[src/rtl/onehot_encoder_drain.sv]
// onehot_encoder_drain: sequential N-to-log2(N) encoder.
// Captures a request vector on a valid/ready handshake and drains it as
// binary indices, lowest set bit first, one per output handshake.
//
// Ports:
//   clk, rst          rising-edge clock, synchronous active-high reset
//   in_valid/in_ready input handshake, in_vec = request vector
//   out_valid/ready   output handshake
//   out_idx           index of lowest pending request
//   out_last          out_idx is the final pending request
//   zero_err          one-cycle pulse after an all-zero vector is accepted
module onehot_encoder_drain #(
    parameter int WIDTH = 4,
    localparam int IDX_W = $clog2(WIDTH)
) (
    input  logic             clk,
    input  logic             rst,
    input  logic             in_valid,
    output logic             in_ready,
    input  logic [WIDTH-1:0] in_vec,
    output logic             out_valid,
    input  logic             out_ready,
    output logic [IDX_W-1:0] out_idx,
    output logic             out_last,
    output logic             zero_err
);

    generate
        if (WIDTH < 2 || (WIDTH & (WIDTH - 1)) != 0) begin : g_bad_width
            $error("onehot_encoder_drain: WIDTH must be a power of 2 >= 2");
        end
    endgenerate

    typedef enum logic {
        IDLE  = 1'b0,
        DRAIN = 1'b1
    } state_e;

    state_e           state_q, state_d;
    logic [WIDTH-1:0] pending_q, pending_d;
    logic             out_valid_q, out_valid_d;
    logic [IDX_W-1:0] out_idx_q, out_idx_d;
    logic             out_last_q, out_last_d;
    logic             zero_err_q, zero_err_d;
    logic [WIDTH-1:0] pending_next;

    // Scanning from the top down lets the lowest set bit win.
    function automatic logic [IDX_W-1:0] low_idx(input logic [WIDTH-1:0] v);
        low_idx = '0;
        for (int k = WIDTH - 1; k >= 0; k--) begin
            if (v[k]) low_idx = IDX_W'(k);
        end
    endfunction

    function automatic logic single_bit(input logic [WIDTH-1:0] v);
        single_bit = (v != '0) && ((v & (v - WIDTH'(1))) == '0);
    endfunction

    assign in_ready = (state_q == IDLE) && !rst;

    // Clearing the lowest set bit: v & (v - 1).
    assign pending_next = pending_q & (pending_q - WIDTH'(1));

    always_comb begin
        state_d     = state_q;
        pending_d   = pending_q;
        out_valid_d = out_valid_q;
        out_idx_d   = out_idx_q;
        out_last_d  = out_last_q;
        zero_err_d  = 1'b0;
        case (state_q)
            IDLE: begin
                if (in_valid) begin
                    if (in_vec != '0) begin
                        state_d     = DRAIN;
                        pending_d   = in_vec;
                        out_valid_d = 1'b1;
                        out_idx_d   = low_idx(in_vec);
                        out_last_d  = single_bit(in_vec);
                    end else begin
                        zero_err_d = 1'b1;
                    end
                end
            end
            DRAIN: begin
                // out_ready is only looked at here, where out_valid is 1.
                if (out_ready) begin
                    pending_d = pending_next;
                    if (out_last_q) begin
                        state_d     = IDLE;
                        out_valid_d = 1'b0;
                        out_idx_d   = '0;
                        out_last_d  = 1'b0;
                    end else begin
                        out_idx_d  = low_idx(pending_next);
                        out_last_d = single_bit(pending_next);
                    end
                end
            end
            default: begin
                state_d = IDLE;
            end
        endcase
    end

    always_ff @(posedge clk) begin
        if (rst) begin
            state_q     <= IDLE;
            pending_q   <= '0;
            out_valid_q <= 1'b0;
            out_idx_q   <= '0;
            out_last_q  <= 1'b0;
            zero_err_q  <= 1'b0;
        end else begin
            state_q     <= state_d;
            pending_q   <= pending_d;
            out_valid_q <= out_valid_d;
            out_idx_q   <= out_idx_d;
            out_last_q  <= out_last_d;
            zero_err_q  <= zero_err_d;
        end
    end

    assign out_valid = out_valid_q;
    assign out_idx   = out_idx_q;
    assign out_last  = out_last_q;
    assign zero_err  = zero_err_q;

endmodule

[config.mk]
export PLATFORM = sky130hd
export DESIGN_NAME = onehot_encoder_drain
export DESIGN_NICKNAME = d
export VERILOG_FILES = /design/src/rtl/onehot_encoder_drain.sv
export SDC_FILE = /design/constraint.sdc
export NUM_CORES = 1
export LEC_CHECK = 0
export BUFFER_PORTS_ARGS = -buffer_cell sky130_fd_sc_hd__buf_2
export CAP_MARGIN = 40
export CORE_UTILIZATION = 40
export DETAILED_ROUTE_END_ITERATION = 8
export PLACE_DENSITY = 0.73
export SETUP_SLACK_MARGIN = 0.5
export SLEW_MARGIN = 20
export SYNTH_ARGS = -nofsm -noshare
export SYNTH_HDL_FRONTEND = slang
export SYNTH_SLANG_ARGS = --single-unit
[constraint.sdc]
create_clock -name clk -period 1.8 [get_ports clk]
set_clock_uncertainty 0.15 [all_clocks]
set_input_delay 0.27 -clock clk [delete_from_list [all_inputs] [get_ports clk]]
set_output_delay 0.27 -clock clk [all_outputs]
set_load 0.01 [all_outputs]
======== Word-level counts from Yosys, hierarchy flattened ========
Index checks and enable logic that the tools add are counted.
operators by class
  add/sub/neg operators ................... 3
  eq/ne operators ......................... 4
  multiplexer cells ....................... 33
  bitwise logic cells ..................... 5
  reductions and logical operators ........ 11
operator list
  cell                                                                      number
  2-bit two-way mux                                                         12
  1-bit two-way mux                                                         13
  4-bit AND                                                                 3
  4-bit two-way mux                                                         3
  4-bit by 1-bit subtractor with 4-bit output (second input constant)       3
  4-bit zero test                                                           2
  4-bit one-hot mux with 2 select lines                                     1
  4-bit nonzero test                                                        2
  1-bit one-hot mux with 2 select lines                                     3
  2-bit by 1-bit inequality test with 1-bit output (second input constant)  2
  2-bit inequality test (second input constant)                             2
  2-bit one-hot mux with 2 select lines                                     1
  4-bit AND reduction                                                       1
  1-bit logical AND                                                         3
  3-bit AND reduction                                                       1
  3-bit OR reduction                                                        1
  1-bit inverter                                                            2
  1-bit zero test                                                           1
storage, ports and cells
  register bits ........................... 10
  output and inout bits ................... 6
  word-level logic and storage cells ...... 62

======== Longest topological paths before layout ========
  word-level depth ........................ 9
  mapped depth ............................ 4
  gate-level depth less buffers ........... 4

======== Worst setup path before layout ========
No wires, ideal clock.
  path kind ............................... in2reg
  start point ............................. input port in_vec[2]
  end point ............................... register out_idx_q[1] (netlist: out_idx[1])
  library setup time ...................... 0.086 ns
  arrival time ............................ 1.347 ns
  required time ........................... 1.564 ns
  path slack .............................. 0.217 ns
  stages on the path ...................... 4
  cells stage by stage .................... or4_4 a21boi_4 a41oi_2 a221oi_2
on the way
  word-level cells in the longest chain between the ends .. 6
RTL lines
  what                                   line  RTL
  from (decl)                            20    input logic [WIDTH-1:0] in_vec,
  2-bit two-way mux (3 in series)        51    if (v[k]) low_idx = IDX_W'(k);
  2-bit two-way mux                      74    if (in_vec != '0) begin
  2-bit two-way mux                      73    if (in_valid) begin
  2-bit one-hot mux with 2 select lines  71    case (state_q)
  to (signal assigned)                   118   out_idx_q <= out_idx_d;
  to (decl)                              42    logic [IDX_W-1:0] out_idx_q, out_idx_d;
Several ways; a longest one is shown, not always the timed one. The select of a mux whose other input is x is not followed.
A chain may end at the register's enable or synchronous reset.

======== Worst setup path after layout ========
  start point ............................. register pending_q[1]
  end point ............................... register out_last_q (netlist: out_last)
on the way
  word-level cells in the longest chain between the ends .. 9
RTL lines
  what                                         line  RTL
  from (decl)                                  40    logic [WIDTH-1:0] pending_q, pending_d;
  from (signal assigned)                       116   pending_q <= pending_d;
  4-bit by 1-bit subtractor with 4-bit output  62    assign pending_next = pending_q & (pending_q - WIDTH'(1));
  4-bit AND (*)                                62
  4-bit by 1-bit subtractor with 4-bit output  56    single_bit = (v != '0) && ((v & (v - WIDTH'(1))) == '0);
  4-bit AND                                    56
  4-bit zero test                              56
  1-bit logical AND (*)                        56
  1-bit two-way mux (*)                        89    if (out_last_q) begin
  1-bit two-way mux (*)                        87    if (out_ready) begin
  1-bit one-hot mux with 2 select lines (*)    71
  to (signal assigned)                         119   out_last_q <= out_last_d;
  to (decl)                                    43    logic out_last_q, out_last_d;
Mark *: on every way between the ends. The rest lies on a longest branch, timed or not. The select of a mux whose other input is x is not followed.

==> results.sh <==
export IMPL_first_iter_violations=30
export IMPL_power_density_nw_per_um2=774
export IMPL_numPortBuffers=13
export IMPL_cp_max_fo=6
export IMPL_firstDrtPassIters=5
export IMPL_synth_avg_cell_area_sq_um=8.50
export IMPL_drc=0
export IMPL_r2r_slack_ns=0.19
export IMPL_hold_start="out_ready"
export IMPL_cts_max_level=1
export IMPL_grt_max_degree=13
export IMPL_cts_buffers_inserted=3
export IMPL_slew_headroom_pct=79.4
export IMPL_synthCells=68
export IMPL_status="complete, no violations"
export IMPL_core_area_sq_um=1320
export IMPL_io_pins=14
export IMPL_layout_commonest_cell="buf_2"
export IMPL_ir_drop_uv=470
export IMPL_die_h_um=40.0
export IMPL_rsz0062_at_grt="true"
export IMPL_clockBufferDepth=2
export IMPL_period_share_pct=89.2
export IMPL_fmaxAchievable_ghz=0.623
export IMPL_ys_flop_type="dfxtp_1"
export IMPL_final_seq_area_sq_um=209
export IMPL_timing_rr_end="out_last$_SDFFE_PP0P_"
export IMPL_multi_input_area_sq_um=398
export IMPL_setup_ws_ns=0.195
export IMPL_grt_pass1_wl_mm=2.66
export IMPL_grt_total_usage_pct=26.4
export IMPL_dr_wl_met3_um=118
export IMPL_reg2reg_depth=6
export IMPL_rows=13
export IMPL_worstPathRequired_ns=1.86
export IMPL_hold_path_class="in2reg"
export IMPL_finalMaxSlewViolations=0
export IMPL_insertion_delay_ns=0.28
export IMPL_synth_warnings=0
export IMPL_hold_viol_final=0
export IMPL_cts_tree="done"
export IMPL_dieArea_sq_um=1600
export IMPL_antenna_cells=0
export IMPL_pre_cts_ws_ns=0.0383
export IMPL_async_flop_share_pct=0
export IMPL_layout_common_cells="buf_2 (11), buf_4 (8), nand2_1 (6), a21oi_1 (6), dfxtp_1 (5)"
export IMPL_yosysSeqAreaShare_pct=34.6
export IMPL_vias_per_cell=6.03
export IMPL_wl_mm=1.71
export IMPL_power_total_uw=652
export IMPL_vias=657
export IMPL_grt_pass1_vias=579
export IMPL_finalWeightedCongestion=0.820
export IMPL_reg2reg_from="pending_q[1]$_SDFFE_PP0P_"
export IMPL_cts_hold_buffers_added=0
export IMPL_clock_root_buffer="clkbuf_4"
export IMPL_ys_seq_elements=10
export IMPL_crit_arrival_ns=1.67
export IMPL_start_kind="flip-flop"
export IMPL_syn_to_final_growth_pct=45.7
export IMPL_synth_edf_count=0
export IMPL_die_w_um=40.0
export IMPL_cts_sinks=10
export IMPL_worstMarginPinSlew_ns=0.307
export IMPL_hold_depth=2
export IMPL_fin_nets=103
export IMPL_place_hpwl_mm=1.02
export IMPL_met1_length_um=706
export IMPL_antenna_left=0
export IMPL_initial_core_util_pct=43.9
export IMPL_wl_met2_um=854
export IMPL_antenna_found_initial=0
export IMPL_overflow=0
export IMPL_hold_ws_ns=0.0877
export IMPL_setup_violations_final=0
export IMPL_final_layout_size_suffix_gt1_share_pct=45.7
export IMPL_mappedNetlistArea_sq_um=578
export IMPL_synth_distinct_cells=31
export IMPL_wl_per_cell_um=15.7
export IMPL_fin_tns_setup_ns=0
export IMPL_synth_fp_nets=76
export IMPL_path_clk_slew_ns=0.07
export IMPL_finalCriticalPeriod_ns=1.61
export IMPL_top_layer="met4"
export IMPL_drv_cap=0
export IMPL_min_to="out_valid$_SDFFE_PP0P_"
export IMPL_endpoint_kind="flip-flop"
export IMPL_criticalPathCategory="reg2reg"
export IMPL_fillerInstances=109
export IMPL_leakagePower_uw=0.000367
[layout make-up]
| cell class | instances | share of cell area [%] |
|---|---|---|
| repair buffers | 23 | 20.1 |
| inverters | 3 | 1.34 |
| clock buffers | 4 | 4.31 |
| well taps | 15 | 2.23 |
| flip-flops and latches | 10 | 24.8 |
| multi-input cells | 54 | 47.3 |
[state kept, by name, indices dropped and copies added (netlist names)]
name / count
state_q: 1
pending_q: 4
out_valid: 1
zero_err: 1
out_last: 1
out_idx: 2
[layer usage]
metal | vias to the layer above | GRT usage (%)
li1 | 310 | -
met1 | 299 | 29.0
met2 | 41 | 44.0
met3 | 7 | 8.33
met4 | 0 | 15.5
met5 | - | 0
[critical path: stages (launching register included)]
cell and delay (ns):
dfxtp_2 0.33, buf_4 0.13, buf_6 0.12, or2_4 0.26, o22a_1 0.21, a21boi_1 0.17, o31a_1 0.16
[synth_stat cells, drive strengths merged (2+ instances only)]
master | n | area share [%]
nor3 | 3 | 2.6
a21boi | 2 | 4.5
or4 | 2 | 3.2
o2bb2ai | 2 | 3.0
dfxtp | 10 | 35
a21oi | 7 | 6.1
nand2 | 7 | 4.5
a221oi | 2 | 4.1
nor2 | 3 | 1.9
nor2b | 2 | 2.2
nand2b | 2 | 2.2
or2 | 2 | 2.2
clkbuf | 2 | 1.3
inv | 3 | 1.9
a21o | 2 | 2.6
o21ai | 3 | 2.6
o211ai | 2 | 2.6
or3 | 2 | 2.2
[what timing repair did]
item | in CTS | in global routing
endpoints found under the setup margin | 8 | 10
cloned | 1 | 0
resized for setup | 9 | 7
setup buffers | 3 | 1
pin swaps | 9 | 6
[metrics by stage]
step	area (sq um)	utilization [%]	std cells
after floorplan	578	-	68
after global placement	699	53.1	100
after detailed placement	699	53.1	100
after CTS	806	61.2	108
after global routing	842	63.9	109
final	842	63.9	109
[power breakdown]
part	total, uW	internal (uW)	switching (uW)
registers	259	240	18.5
clock network	210	123	87.3
logic	182	93.8	88.7
total	652	457	194
[worst max path at each step]
stage | depth (start not counted) | slack, ns | from | endpoint
finish | 6 | 0.19 | pending_q[1]$_SDFFE_PP0P_ | out_last$_SDFFE_PP0P_
global route | 6 | 0.15 | pending_q[1]$_SDFFE_PP0P_ | out_last$_SDFFE_PP0P_
CTS | 4 | 0.27 | pending_q[1]$_SDFFE_PP0P_ | out_idx[0]$_SDFFE_PP0P_
detailed placement | 5 | 0.04 | in_vec[1] | out_idx[1]$_SDFFE_PP0P_
global placement | 5 | 0.07 | in_vec[1] | out_idx[1]$_SDFFE_PP0P_
floorplan | 4 | 0.22 | in_vec[1] | out_idx[1]$_SDFFE_PP0P_
[kinds of logic after synthesis]
kind of cell / count (synthesis) / synth area share [%]
AOI/OAI and AO/OA: 26 / 35.9
xor gates and xnor gates: 1 / 1.52
buffers and inverters: 5 / 3.25
DFF: 10 / 34.6
and+or+nand+nor: 26 / 24.7
Note: power is estimated with default switching activity, not from simulation.
